--- src/rtl/mult_div_unit_if.sv ---
// Handshake and result bundle between control/register file and the multiply/divide unit.
// MDU_MTHILO_EN adds the MTHI/MTLO write path (HiWrite, LoWrite, WriteData).
interface mult_div_unit_if #(
  parameter int DATA_WIDTH = 32
);
  logic                  Start;
  logic [1:0]            Op;
  logic [DATA_WIDTH-1:0] RsData;
  logic [DATA_WIDTH-1:0] RtData;
  logic                  Busy;
  logic                  Done;
  logic [DATA_WIDTH-1:0] Hi;
  logic [DATA_WIDTH-1:0] Lo;
`ifdef MDU_MTHILO_EN
  logic                  HiWrite;
  logic                  LoWrite;
  logic [DATA_WIDTH-1:0] WriteData;

  modport master (
    output Start, Op, RsData, RtData, HiWrite, LoWrite, WriteData,
    input  Busy, Done, Hi, Lo
  );
  modport slave (
    input  Start, Op, RsData, RtData, HiWrite, LoWrite, WriteData,
    output Busy, Done, Hi, Lo
  );
`else
  modport master (
    output Start, Op, RsData, RtData,
    input  Busy, Done, Hi, Lo
  );
  modport slave (
    input  Start, Op, RsData, RtData,
    output Busy, Done, Hi, Lo
  );
`endif
endinterface

--- src/rtl/mult_div_unit.sv ---
// Iterative MULT/MULTU/DIV/DIVU unit: one shift-add or restoring-divide step per cycle, HI/LO result pair.
// Optional MTHI/MTLO write path enabled by defining MDU_MTHILO_EN.
module mult_div_unit #(
  parameter int DATA_WIDTH = 32
) (
  input  logic             clk,
  input  logic             rst_n,
  mult_div_unit_if.slave   bus
);
  localparam int W  = DATA_WIDTH;
  localparam int CW = (W > 1) ? $clog2(W) : 1;
  localparam logic [CW-1:0] LAST = CW'(W - 1);

  typedef enum logic [1:0] {S_IDLE, S_RUN, S_DONE} state_t;

  state_t         state_q, state_d;
  logic [CW-1:0]  cnt_q, cnt_d;
  logic [W-1:0]   acc_q, acc_d;      // product high half / partial remainder
  logic [W-1:0]   shf_q, shf_d;      // multiplier / dividend shifting into quotient
  logic [W-1:0]   opb_q, opb_d;      // multiplicand / divisor magnitude
  logic [W-1:0]   hi_q, hi_d;
  logic [W-1:0]   lo_q, lo_d;
  logic           is_div_q, is_div_d;
  logic           neg_res_q, neg_res_d;
  logic           neg_rem_q, neg_rem_d;
  logic           div0_q, div0_d;
  logic           busy_q, busy_d;
  logic           done_q, done_d;

  logic           op_signed, op_div, rs_neg, rt_neg;
  logic [W-1:0]   rs_mag, rt_mag, mul_addend, rem_sub, quo_mag, rem_mag;
  logic [W:0]     add_sum, shifted;
  logic           rem_ge;
  logic [2*W-1:0] prod_mag, prod_fix;

  always_comb begin
    state_d   = state_q;
    cnt_d     = cnt_q;
    acc_d     = acc_q;
    shf_d     = shf_q;
    opb_d     = opb_q;
    hi_d      = hi_q;
    lo_d      = lo_q;
    is_div_d  = is_div_q;
    neg_res_d = neg_res_q;
    neg_rem_d = neg_rem_q;
    div0_d    = div0_q;
    busy_d    = busy_q;
    done_d    = 1'b0;
    prod_mag  = '0;
    prod_fix  = '0;
    quo_mag   = '0;
    rem_mag   = '0;

    op_signed  = ~bus.Op[0];
    op_div     = bus.Op[1];
    rs_neg     = op_signed & bus.RsData[W-1];
    rt_neg     = op_signed & bus.RtData[W-1];
    rs_mag     = rs_neg ? -bus.RsData : bus.RsData;
    rt_mag     = rt_neg ? -bus.RtData : bus.RtData;

    mul_addend = shf_q[0] ? opb_q : {W{1'b0}};
    add_sum    = {1'b0, acc_q} + {1'b0, mul_addend};
    shifted    = {acc_q, shf_q[W-1]};
    rem_ge     = shifted >= {1'b0, opb_q};
    // The difference is below the divisor whenever it is kept, so W bits hold it exactly.
    rem_sub    = shifted[W-1:0] - opb_q;

    unique case (state_q)
      S_IDLE: begin
`ifdef MDU_MTHILO_EN
        if (bus.HiWrite) hi_d = bus.WriteData;
        if (bus.LoWrite) lo_d = bus.WriteData;
`endif
        if (bus.Start) begin
          state_d   = S_RUN;
          busy_d    = 1'b1;
          cnt_d     = '0;
          acc_d     = '0;
          shf_d     = op_div ? rs_mag : rt_mag;
          opb_d     = op_div ? rt_mag : rs_mag;
          is_div_d  = op_div;
          neg_res_d = rs_neg ^ rt_neg;
          neg_rem_d = rs_neg;
          div0_d    = op_div && (bus.RtData == '0);
        end
      end

      S_RUN: begin
        cnt_d = cnt_q + 1'b1;
        if (is_div_q) begin
          acc_d = rem_ge ? rem_sub : shifted[W-1:0];
          shf_d = {shf_q[W-2:0], rem_ge};
        end else begin
          acc_d = add_sum[W:1];
          shf_d = {add_sum[0], shf_q[W-1:1]};
        end
        if (cnt_q == LAST) begin
          state_d = S_DONE;
          busy_d  = 1'b0;
          done_d  = 1'b1;
          // Sign fix-up is applied to the final step's output so HI/LO land on the same edge.
          if (is_div_q) begin
            quo_mag = shf_d;
            rem_mag = acc_d;
            lo_d    = div0_q ? {W{1'b1}} : (neg_res_q ? -quo_mag : quo_mag);
            hi_d    = neg_rem_q ? -rem_mag : rem_mag;
          end else begin
            prod_mag = {acc_d, shf_d};
            prod_fix = neg_res_q ? -prod_mag : prod_mag;
            hi_d     = prod_fix[2*W-1:W];
            lo_d     = prod_fix[W-1:0];
          end
        end
      end

      S_DONE: begin
        state_d = S_IDLE;
      end

      default: begin
        state_d = S_IDLE;
        busy_d  = 1'b0;
      end
    endcase
  end

  always_ff @(posedge clk or negedge rst_n) begin
    if (!rst_n) begin
      state_q   <= S_IDLE;
      cnt_q     <= '0;
      acc_q     <= '0;
      shf_q     <= '0;
      opb_q     <= '0;
      hi_q      <= '0;
      lo_q      <= '0;
      is_div_q  <= 1'b0;
      neg_res_q <= 1'b0;
      neg_rem_q <= 1'b0;
      div0_q    <= 1'b0;
      busy_q    <= 1'b0;
      done_q    <= 1'b0;
    end else begin
      state_q   <= state_d;
      cnt_q     <= cnt_d;
      acc_q     <= acc_d;
      shf_q     <= shf_d;
      opb_q     <= opb_d;
      hi_q      <= hi_d;
      lo_q      <= lo_d;
      is_div_q  <= is_div_d;
      neg_res_q <= neg_res_d;
      neg_rem_q <= neg_rem_d;
      div0_q    <= div0_d;
      busy_q    <= busy_d;
      done_q    <= done_d;
    end
  end

  assign bus.Busy = busy_q;
  assign bus.Done = done_q;
  assign bus.Hi   = hi_q;
  assign bus.Lo   = lo_q;

endmodule

--- src/flat_wrapper.sv ---
// flat-port wrapper written by rule: the top's interface ports become plain ports
module mult_div_unit_flat 
#(
  parameter int DATA_WIDTH = 32
)
  (clk, rst_n, bus_Start, bus_Op, bus_RsData, bus_RtData, bus_Busy, bus_Done, bus_Hi, bus_Lo);
  mult_div_unit_if #(.DATA_WIDTH(DATA_WIDTH)) bus_i ();
  input  logic clk;
  input  logic rst_n;
  input wire logic [$bits(bus_i.Start)-1:0] bus_Start;
  input wire logic [$bits(bus_i.Op)-1:0] bus_Op;
  input wire logic [$bits(bus_i.RsData)-1:0] bus_RsData;
  input wire logic [$bits(bus_i.RtData)-1:0] bus_RtData;
  output wire logic [$bits(bus_i.Busy)-1:0] bus_Busy;
  output wire logic [$bits(bus_i.Done)-1:0] bus_Done;
  output wire logic [$bits(bus_i.Hi)-1:0] bus_Hi;
  output wire logic [$bits(bus_i.Lo)-1:0] bus_Lo;
  assign bus_i.Start = bus_Start;
  assign bus_i.Op = bus_Op;
  assign bus_i.RsData = bus_RsData;
  assign bus_i.RtData = bus_RtData;
  assign bus_Busy = bus_i.Busy;
  assign bus_Done = bus_i.Done;
  assign bus_Hi = bus_i.Hi;
  assign bus_Lo = bus_i.Lo;
  mult_div_unit #(.DATA_WIDTH(DATA_WIDTH)) u_core (.clk(clk), .rst_n(rst_n), .bus(bus_i));
endmodule
--- config.mk ---
export PLATFORM = sky130hd
export DESIGN_NAME = mult_div_unit_flat
export DESIGN_NICKNAME = d
export VERILOG_FILES = /design/src/rtl/mult_div_unit_if.sv /design/src/rtl/mult_div_unit.sv /design/src/flat_wrapper.sv
export SDC_FILE = /design/constraint.sdc
export NUM_CORES = 1
export LEC_CHECK = 0
export ABC_AREA = 1
export BUFFER_PORTS_ARGS = -buffer_cell sky130_fd_sc_hd__buf_2
export CAP_MARGIN = 20
export CORE_AREA = 2 2 187 189
export DETAILED_ROUTE_END_ITERATION = 16
export DIE_AREA = 0 0 189 191
export PLACE_DENSITY = 0.68
export SLEW_MARGIN = 5
export SYNTH_ARGS = -nofsm -noshare
export SYNTH_HDL_FRONTEND = slang
export SYNTH_SLANG_ARGS = --single-unit
--- constraint.sdc ---
create_clock -name clk -period 5.15 [get_ports clk]
set_input_delay 0.7725 -clock clk [delete_from_list [all_inputs] [get_ports clk]]
set_output_delay 0.7725 -clock clk [all_outputs]
set_load 0.01 [all_outputs]
## Word level (Yosys, flattened, before mapping)

Cells that the tools add are included.

| cells by class | value |
|---|---|
| add/sub/neg operators | 8 |
| multiplexer cells | 30 |
| div/mod/pow operators | 0 |
| $mul | 0 |
| equality and inequality tests | 5 |
| shift-type cells | 0 |
| reduce and logical (&&, ||, !) cells | 9 |
| bitwise operators | 5 |
| magnitude comparators | 1 |

Operators with widths:

| operator | number |
|---|---|
| 32-bit two-way mux | 17 |
| 32-bit negator | 4 |
| 32-bit one-hot mux with 2 select lines | 2 |
| 64-bit two-way mux | 1 |
| 64-bit negator | 1 |
| 32-bit by 32-bit adder with 33-bit output | 1 |
| 33-bit by 32-bit >= comparator with 1-bit output | 1 |
| 32-bit logical NOT | 1 |
| 32-bit subtractor | 1 |
| 5-bit one-hot mux with 2 select lines | 1 |
| 2-bit AND reduction | 4 |
| 5-bit by 1-bit adder with 5-bit output (second input constant) | 1 |
| 5-bit == test (second input constant) | 1 |
| 5-bit two-way mux | 1 |
| 1-bit two-way mux | 4 |
| 2-bit two-way mux | 2 |
| 2-bit one-hot mux with 2 select lines | 1 |
| 1-bit one-hot mux with 3 select lines | 1 |
| 3-bit AND reduction | 1 |
| 1-bit bitwise AND | 2 |
| 2-bit by 1-bit == test with 1-bit output (second input constant) | 1 |
| 2-bit == test (second input constant) | 1 |
| 2-bit logical NOT | 1 |
| 2-bit by 1-bit != test with 1-bit output (second input constant) | 1 |
| 5 further kinds | 6 |

| storage, ports and cells | value |
|---|---|
| word-level logic and storage cells | 71 |
| memories kept | 0 |
| memory bits (read-only) | 0 |
| bits in registers | 173 |
| output and inout bits | 66 |
| bits of input ports | 69 |
| bits in latches | 0 |
| bits in writable memories | 0 |

## Depth between registers and ports, before layout

Gate-level depths: netlist of run 1.

| logic depth | value |
|---|---|
| word-level depth | 8 |
| gate-level depth with buffers | 30 |
| mapped depth without buffers | 29 |

## Worst setup path after synthesis of run 1

Ideal clock, no wire load.

| timing | value |
|---|---|
| kind | reg-to-reg |
| start | reg u_core.opb_q[15] |
| end | reg u_core.hi_q[26], in the netlist u_core.bus.Hi[26] |
| library setup time | 117 ps |
| data arrival time | 3,549 ps |
| buffers on the path | 1 |
| stages on the path, launching flop included | 30 |
| slack | 1,483 ps |
| period minus slack after synthesis | 3,667 ps |
| required time | 5,033 ps |
| cells stage by stage | dfrtp_1 > inv_1 > ha_1 > nand2_2 > inv_1 > nand2_1 > nand2_1 > o21bai_2 > inv_2 > nand2_2 > nand2_2 > buf_6 > nand3_4 > o21ai_2 > ha_1 > inv_1 > nor3_2 > nand4_1 > nor2_2 > nand3_2 > nor2_2 > a21oi_2 > nor2_1 > o21ai_0 > a21oi_2 > nand3_1 > nand2_1 > nand2_1 > nand3_1 > nand2_1 |

| on the way | value |
|---|---|
| longest elaborated chain between the ends | 7 |
| elaborated cells between the ends (all ways) | 14 |
| classes of those cells | 4 x add/sub; 1 x order compare; 9 x mux |

RTL lines:

| element | RTL line | RTL |
|---|---|---|
| start, declared | mult_div_unit.sv:20 | `logic [W-1:0] opb_q, opb_d;` |
| start signal, assigned | mult_div_unit.sv:148 | `opb_q <= opb_d;` |
| 32-bit two-way mux, or another cell as far along | mult_div_unit.sv:62 | `mul_addend = shf_q[0] ? opb_q : {W{1'b0}};` |
| 32-bit by 32-bit adder with 33-bit output or 32-bit two-way mux (tied branches) | mult_div_unit.sv:63, mult_div_unit.sv:92 |  |
| 32-bit two-way mux | mult_div_unit.sv:91 | `if (is_div_q) begin` |
| 32-bit two-way mux | mult_div_unit.sv:69 | `unique case (state_q)` |
| 64-bit negator or 32-bit negator (tied branches) | mult_div_unit.sv:110, mult_div_unit.sv:107 |  |
| 64-bit two-way mux or 32-bit two-way mux (tied branches) | mult_div_unit.sv:110, mult_div_unit.sv:107 |  |
| 32-bit two-way mux * | mult_div_unit.sv:103 | `if (is_div_q) begin` |
| end signal, assigned | mult_div_unit.sv:149 | `hi_q <= hi_d;` |
| end, declared | mult_div_unit.sv:21 | `logic [W-1:0] hi_q, hi_d;` |

Mark *: on every way between the ends. The rest lies on a longest branch, timed or not. The select of a mux whose other input is x is not followed.
A chain may end at the register's enable or synchronous reset.

## Worst setup path in the final report of run 1

| timing | value |
|---|---|
| start | reg u_core.opb_q[17] |
| end | reg u_core.hi_q[26], in the netlist u_core.bus.Hi[26] |

The elaborated chain is that of the path after synthesis.

==> results.md, run 1 <==
* Result of the run: finished, final reports clean
* Residual DRC at 0
* Final clock skew at around 0.019 ns
* Via Count at between 15,000 and 20,000
* Ports at approximately 140
* Routability cong. at 1.06
* Most frequent cells in the layout: sky130_fd_sc_hd__nand2_1 (799), sky130_fd_sc_hd__inv_1 (406), sky130_fd_sc_hd__nor2_1 (263), sky130_fd_sc_hd__nand3_1 (205), sky130_fd_sc_hd__dfrtp_1 (172)
* Number of synthesized register bits at 173
* Maximum clock frequency at around 210 MHz
* Fraction of synthesis flops using an asynchronous set or reset pin at 1.00
* Placeable Area at about 34,000 µm²
* First-pass GRT wire length at 108,000 µm
* Synth Cell Area at between 15,000 and 20,000 µm²
* RSZ-0062 raised after global routing: no
* Crit-path max FO at 7
* Most used DFF post-synth: sky130_fd_sc_hd__dfrtp_1
* Share of synthesized area spent on multiplexers at 0
* Placed standard-cell area at around 18,000 µm²
* Number of fill cells in the layout at between 3,000 and 4,000
* Number of buffer and inverter instances along the worst setup path at 2
* TritonCTS buffer count at 17
* Cts repair resizes at 0
* Dominant combinational cell family by area after synthesis: simple AND/OR/NAND/NOR gates
* Die area at between 30,000 and 40,000 µm²
* Post-synthesis share of cell area spent on xor and xnor gates at 0.0516
* Maximum number of pins on one net before global-route repair at 89
* Wirelength, routed at 71,700 µm
* Worst hold path class: input port to async pin
* CP required at 5.51 ns
* Clock buffer depth at 2
* Remaining max-slew budget at the tightest pin at 0.251
* Residual antenna-violating net count after detailed routing at 0
* Endpoint type of the worst setup path: register
* Synthesis-to-finish area growth at 10.5%
* Post-Synthesis Cells at about 2,700
* Synth Area in Adders at 0.0545
* Number of warnings reported in the yosys synthesis log at 0
* Final Instance Count excl. Fillers at roughly 3,300
* Biggest cell delay along the critical path at just over 0.5 ns
* CTS root buffer: sky130_fd_sc_hd__clkbuf_16
* Antenna violations before repair at 0
* Avg Inst Size Synth at 6.23 µm²
* Number of cell rows at 68
* Overall fraction of global-route tracks in use at 0.399
* First-pass DRT Iterations at 7
* Clock tree from TritonCTS: yes
* Number of nets in the finished design at 2,942
* Arrival time reported for the critical path endpoint at between 5 and 6 ns
* Via/cell ratio at between 5 and 6
* Gr ovfl total at 0
* Max Transition Viols Final at 0
* Hold Buf Count CTS at 0
* Worst setup timing slack at the placement stage at between 0.6 and 0.7 ns
* Clk_lat worst skew at approximately 0.48 ns
* Number of sinks on the clock net at between 150 and 200
* Register-to-register setup slack at 0.49 ns
* Highest-delay cell along the critical path: sky130_fd_sc_hd__dfrtp_1
* Most frequent standard cell in the layout excluding fill and tap cells: sky130_fd_sc_hd__nand2_1
* Post-CTS Repair Setup Buffers at 0
* Number of DRC markers after the initial detailed-route iteration at 2,553
* Placed cell count at between 3,000 and 4,000
* Final setup violating endpoints at 0
* Clock period minus final worst setup slack at 4.66 ns
* Share of post-route cells with drive strength above 1 at 0.106
* Average detailed-routed wire length per instance at approximately 22 µm
* Height of the chip at 191 µm
* Die Width at roughly 190 µm
* Reported max-cap violation count at 0
* Simple logic cell fraction of the synthesized area at 0.368
* # diodes at 0
* Top cell family by delay on the critical path: simple AND/OR/NAND/NOR gates
* EDFF count, synth at 0
* Post-Layout Inst Area at approximately 19,000 µm²
* Net count after synthesis at 2,837
* Reg clk slew, reported paths at approximately 0.080 ns
* Tightest Pin Transition at between 1 and 1.5 ns
* Area fraction in compound gates after synthesis at 0.150
* Number of hold violations in the final report at 0
* Vias in the first global route at approximately 18,000
* Worst Setup Path Type: register to register
* DP Wirelength at 56,600 µm
* Port Buffer Count at 134
* Most numerous cell on the critical path: sky130_fd_sc_hd__nand2_1
* H-tree depth reported by CTS at 4
* CP startpoint kind: register
* Fin Setup TNS at 0 ns
* Share of synthesized area occupied by flip-flops and latches at 0.258
* Part of the cycle the worst path needs at 0.904
* Starting utilization of the core area at 0.492
* Number of distinct standard cells referenced by the synthesized netlist at a little over 60
* Setup slack of the critical path after layout at ~0.49 ns
stage by stage:
stage                     utilization  hold slack (ns)
after CTS                       0.543            0.434
after global placement          0.525            0.459
final                           0.544            0.377
after global routing            0.544            0.448
after detailed placement        0.525            0.462
after floorplan                     -            0.447
cells by family after synthesis:
logic type	count (synthesis)
AOI/OAI and AO/OA	410
buffers and inverters	504
xor gates and xnor gates	99
DFF	173
adders and majority gates	72
and+or+nand+nor	1438
cell usage after synthesis (10+ instances only):
master	n	area [µm²]
sky130_fd_sc_hd__nor2_2	17	106
sky130_fd_sc_hd__nand4_1	28	175
sky130_fd_sc_hd__o211ai_1	10	75.1
sky130_fd_sc_hd__o21ai_1	13	65.1
sky130_fd_sc_hd__nor2_1	265	995
sky130_fd_sc_hd__nand2_1	800	3000
sky130_fd_sc_hd__o21ai_0	141	706
sky130_fd_sc_hd__xnor2_1	33	289
sky130_fd_sc_hd__clkbuf_1	52	195
sky130_fd_sc_hd__a21oi_1	85	425
sky130_fd_sc_hd__inv_1	406	1520
sky130_fd_sc_hd__buf_2	14	70.1
sky130_fd_sc_hd__nand2_2	19	119
sky130_fd_sc_hd__o22ai_1	53	332
sky130_fd_sc_hd__ha_1	70	876
sky130_fd_sc_hd__xor2_1	66	578
sky130_fd_sc_hd__o2111ai_1	10	87.6
sky130_fd_sc_hd__nand3_1	205	1030
sky130_fd_sc_hd__nor3_1	39	195
sky130_fd_sc_hd__nand3b_1	19	143
sky130_fd_sc_hd__nor2_4	11	124
sky130_fd_sc_hd__buf_1	10	37.5
sky130_fd_sc_hd__dfrtp_1	173	4330
sky130_fd_sc_hd__o221ai_1	21	184
flip-flops by register name, summed over array words and instances (netlist names):
signal,count
u_core.bus.Hi,32
u_core.opb_q,32
u_core.is_div_q,1
u_core.state_q,2
u_core.shf_q,32
u_core.bus.Busy,1
u_core.cnt_q,5
u_core.div0_q,1
u_core.bus.Lo,32
u_core.neg_rem_q,1
u_core.neg_res_q,1
u_core.acc_q,32
u_core.bus.Done,1
final timing paths:
kind / from / end / cells past startpoint
setup / recovery: u_core.opb_q[17] / u_core.bus.Hi[26] / 27
hold / removal: rst_n / u_core.acc_q[23] / 1
setup reg to reg: u_core.opb_q[17] / u_core.bus.Hi[26] / 27
hold reg to reg: u_core.bus.Hi[9] / u_core.bus.Hi[9] / 2
max in group asynchronous: rst_n / u_core.is_div_q / 2
min in group clk: u_core.bus.Hi[9] / u_core.bus.Hi[9] / 2
layer usage:
layer | up-vias | part of all wire | GRT usage
li1 | 8914 | - | -
met1 | 8705 | 0.41 | 0.512
met2 | 1002 | 0.44 | 0.624
met3 | 208 | 0.089 | 0.0725
met4 | 0 | 0.067 | 0.246
met5 | - | 0 | 0
area by class of cell:
class / count / area (µm²) / share of cell area
Multi-Input combinational cell: 2019 / 10500 / 0.565
Sequential cell: 173 / 4330 / 0.233
Inverter: 418 / 1570 / 0.0845
Timing Repair Buffer: 172 / 980 / 0.0528
Tap cell: 455 / 569 / 0.0307
Clock buffer: 17 / 425 / 0.0229
Clock inverter: 15 / 194 / 0.0104
Power of run 1 is left out: the tool's default activity adds up to more than one toggle a clock period on the data nets, which glitch-free logic cannot reach.
==> run 2: changes to the inputs <==
Settings changed: ABC_AREA 1 to default, CORE_AREA 2 2 187 189 to 2 2 180 182, DIE_AREA 0 0 189 191 to 0 0 182 184, SLEW_MARGIN 5 to default.
==> run 2 against run 1 <==
Die area fell by 7.2%; first-iteration DRC count fell by 36%; sequential share of layout area up 1.2 points; cell count shrank 22%; clock skew is 0.0048 ns lower; worst setup slack lost 0.32 ns; register-to-register slack lost 0.32 ns.
==> results.md, run 2 <==
* EDFF count, synth at 0 (unchanged)
* Post-Synthesis Cells at 2,008 (was 2,696)
* Endpoint of the worst-slack reg-to-reg timing path: u_core.bus.Hi[30] (was u_core.bus.Hi[26])
* Residual antenna-violating net count after detailed routing at 0 (unchanged)
* First-pass DRT Iterations at 6 (was 7)
* Remaining max-slew budget at the tightest pin at 0.248 (was 0.251)
* Arrival time reported for the critical path endpoint at 5.30 ns (was 5.02 ns)
* Clk_lat worst skew at 0.45 ns (was 0.48 ns)
* Most common cell in the synthesized netlist: sky130_fd_sc_hd__nand2_1 (unchanged)
* Ports at 135 (unchanged)
* Most used DFF post-synth: sky130_fd_sc_hd__dfrtp_1 (unchanged)
* Number of sinks on the clock net at 173 (unchanged)
* CTS root buffer: sky130_fd_sc_hd__clkbuf_16 (unchanged)
* Worst hold path class: input port to async pin (unchanged)
* Antenna violations before repair at 2 (was 0)
* Vias in the first global route at 15,400 (was 17,900)
* Synthesis-to-finish area growth at 13.4% (was 10.5%)
* Via/cell ratio at 6.32 (was 5.76)
* Tightest Pin Transition at 1.13 ns (was 1.11 ns)
* Number of DRC markers after the initial detailed-route iteration at 1,626 (was 2,553)
* Reg clk slew, reported paths at 0.08 ns (about the same)
* Wirelength, routed at 57,600 µm (was 71,700 µm)
* Worst reg-to-reg path cell count at 16 (was 27)
* Endpoint type of the worst setup path: register (unchanged)
* Die area at 33,500 µm² (was 36,100 µm²)
* Placeable Area at 31,400 µm² (was 34,100 µm²)
* Number of fill cells in the layout at 2,939 (was 3,566)
* Height of the chip at 184 µm (was 191 µm)
* Post-CTS Repair Setup Buffers at 0 (unchanged)
* TritonCTS buffer count at 17 (unchanged)
* Worst hold slack after final layout at 0.329 ns (was 0.377 ns)
* Gr ovfl total at 0 (unchanged)
* Final setup violating endpoints at 0 (unchanged)
* Post-synth top area share at 0.278 (was 0.258)
* Max Transition Viols Final at 0 (unchanged)
* Final Instance Count excl. Fillers at 2,560 (was 3,269)
* Number of cell rows at 65 (was 68)
* Worst Setup Path Type: register to register (unchanged)
* DP Wirelength at 44,300 µm (was 56,600 µm)
* Overall fraction of global-route tracks in use at 0.348 (was 0.399)
* Clock tree from TritonCTS: yes (unchanged)
* Synth Cell Area at 15,600 µm² (was 16,800 µm²)
* Via Count at 16,200 (was 18,800)
* Launching instance or port of the critical path: u_core.shf_q[0] (was u_core.opb_q[17])
* Die Width at 182 µm (was 189 µm)
* Net count after synthesis at 2,149 (was 2,837)
* Critical path capture point: u_core.bus.Hi[30] (was u_core.bus.Hi[26])
* Number of synthesized register bits at 173 (unchanged)
* Routability cong. at 1.04 (was 1.06)
* Final clock skew at 0.0143 ns (was 0.0192 ns)
* Fraction of synthesis flops using an asynchronous set or reset pin at 1.00 (unchanged)
* Avg Inst Size Synth at 7.75 µm² (was 6.23 µm²)
* Reported max-cap violation count at 0 (unchanged)
* CP required at 5.47 ns (was 5.51 ns)
* First-pass GRT wire length at 89,400 µm (was 108,000 µm)
* Crit-path max FO at 22 (was 7)
* Most frequent standard cell in the layout excluding fill and tap cells: sky130_fd_sc_hd__nand2_1 (unchanged)
* Starting utilization of the core area at 0.496 (was 0.492)
* Share of post-route cells with drive strength above 1 at 0.147 (was 0.106)
* Maximum number of pins on one net before global-route repair at 125 (was 89)
* Number of hold violations in the final report at 0 (unchanged)
* Placed cell count at 2,528 (was 3,233)
* Number of nets in the finished design at 2,286 (was 2,942)
* Post-Layout Inst Area at 17,700 µm² (was 18,600 µm²)
* H-tree depth reported by CTS at 4 (unchanged)
* Average detailed-routed wire length per instance at 22.5 µm (was 21.9 µm)
* Port Buffer Count at 134 (unchanged)
* Clock buffer depth at 2 (unchanged)
* Most frequent cells in the layout: sky130_fd_sc_hd__nand2_1 (282), sky130_fd_sc_hd__o21ai_0 (192), sky130_fd_sc_hd__dfrtp_1 (171), sky130_fd_sc_hd__a21oi_1 (141), sky130_fd_sc_hd__nor2_1 (138) (was sky130_fd_sc_hd__nand2_1 (799), sky130_fd_sc_hd__inv_1 (406), sky130_fd_sc_hd__nor2_1 (263), sky130_fd_sc_hd__nand3_1 (205), sky130_fd_sc_hd__dfrtp_1 (172))
* CP startpoint kind: register (unchanged)
* RSZ-0062 raised after global routing: no (unchanged)
* Part of the cycle the worst path needs at 0.966 (was 0.904)
* Register-to-register setup slack at 0.17 ns (was 0.49 ns)
* Origin of the critical flop-to-flop path: u_core.shf_q[0] (was u_core.opb_q[17])
* Share of synthesized area occupied by flip-flops and latches at 0.278 (was 0.258)
* Result of the run: finished, final reports clean (unchanged)
* # diodes at 0 (unchanged)
* Number of warnings reported in the yosys synthesis log at 0 (unchanged)
* Number of distinct standard cells referenced by the synthesized netlist at 100 (was 62)
* Placed standard-cell area at 17,000 µm² (was 17,900 µm²)
* Leading post-synthesis cells by cell area: sky130_fd_sc_hd__dfrtp_1 (28%), sky130_fd_sc_hd__nand2_1 (6.8%), sky130_fd_sc_hd__o21ai_0 (6.2%) (was sky130_fd_sc_hd__dfrtp_1 (26%), sky130_fd_sc_hd__nand2_1 (18%), sky130_fd_sc_hd__inv_1 (9.1%))
* Clock period minus final worst setup slack at 4.98 ns (was 4.66 ns)
* Residual DRC at 0 (unchanged)
* Maximum clock frequency at 201 MHz (was 215 MHz)
* Most used standard cells in the synthesized netlist: sky130_fd_sc_hd__nand2_1 (283), sky130_fd_sc_hd__o21ai_0 (192), sky130_fd_sc_hd__dfrtp_1 (173) (was sky130_fd_sc_hd__nand2_1 (800), sky130_fd_sc_hd__inv_1 (406), sky130_fd_sc_hd__nor2_1 (265))
* Cell type with the highest aggregate area in the netlist: sky130_fd_sc_hd__dfrtp_1 (unchanged)
[run 2: cell families after synthesis]
| group | Yosys count | share of synthesized area |
|---|---|---|
| and+or+nand+nor | 702 | 0.216 |
| AOI/OAI and AO/OA | 661 | 0.277 |
| buffers and inverters | 195 | 0.0504 |
| DFF | 173 | 0.278 |
| xor gates and xnor gates | 154 | 0.0866 |
| adders and majority gates | 72 | 0.0588 |
| muxes | 51 | 0.0332 |
[run 2: area by class of cell]
| type | count | area, µm² | share of cell area |
|---|---|---|---|
| Clock inverter | 15 | 171 | 0.00971 |
| Sequential cell | 173 | 4340 | 0.246 |
| Inverter | 81 | 304 | 0.0172 |
| Multi-Input combinational cell | 1640 | 10500 | 0.594 |
| Clock buffer | 17 | 425 | 0.0241 |
| Timing Repair Buffer | 232 | 1430 | 0.0808 |
| Tap cell | 402 | 503 | 0.0285 |
[run 2: per-stage QoR]
| step | utilization | TNS (ns) | worst slack [ns] |
|---|---|---|---|
| after floorplan | - | 0 | 0.618 |
| after detailed placement | 0.543 | -0.0538 | -0.0538 |
| after CTS | 0.562 | 0 | 0.166 |
| after global placement | 0.543 | -0.165 | -0.0922 |
| after global routing | 0.562 | 0 | 0.00314 |
| final | 0.562 | 0 | 0.173 |
[run 2: routing by layer]
layer | part of all wire | vias up | global-route usage
met5 | 0.00019 | - | 0
met4 | 0.065 | 2 | 0.205
met3 | 0.072 | 185 | 0.0483
met2 | 0.46 | 777 | 0.571
met1 | 0.40 | 7662 | 0.438
li1 | - | 7549 | -
[run 2: worst max-delay path, stage by stage, from the launching register on]
cell and delay [ns]:
sky130_fd_sc_hd__dfrtp_4 0.62, sky130_fd_sc_hd__buf_4 0.24, sky130_fd_sc_hd__and2_1 0.17, sky130_fd_sc_hd__ha_1 0.44
sky130_fd_sc_hd__and4_1 0.31, sky130_fd_sc_hd__or4b_1 0.47, sky130_fd_sc_hd__a211oi_1 0.35, sky130_fd_sc_hd__a211oi_2 0.16
sky130_fd_sc_hd__o31ai_2 0.32, sky130_fd_sc_hd__xnor2_1 0.17, sky130_fd_sc_hd__o22a_1 0.27, sky130_fd_sc_hd__nand3_1 0.13
sky130_fd_sc_hd__or3_4 0.37, sky130_fd_sc_hd__o41ai_1 0.31, sky130_fd_sc_hd__a22o_1 0.21, sky130_fd_sc_hd__xor2_1 0.19
sky130_fd_sc_hd__o21ai_1 0.07
[run 2: worst min-delay path by stage]
stage | startpoint | endpoint | slack (ns) | cells past startpoint
after global routing | rst_n | u_core.opb_q[16] | 0.39 | 1
after CTS | rst_n | u_core.acc_q[20] | 0.37 | 1
after detailed placement | u_core.bus.Hi[9] | u_core.bus.Hi[9] | 0.46 | 2
after global placement | u_core.bus.Hi[9] | u_core.bus.Hi[9] | 0.46 | 2
final | rst_n | u_core.acc_q[19] | 0.33 | 1
after floorplan | u_core.cnt_q[3] | u_core.cnt_q[3] | 0.45 | 1
[run 2: repair_timing]
item | CTS | global route
hold buffers | 0 | 0
resized for setup | 1 | 5
setup endpoints to repair | 2 | 7
Power of run 2 is left out for the same reason.
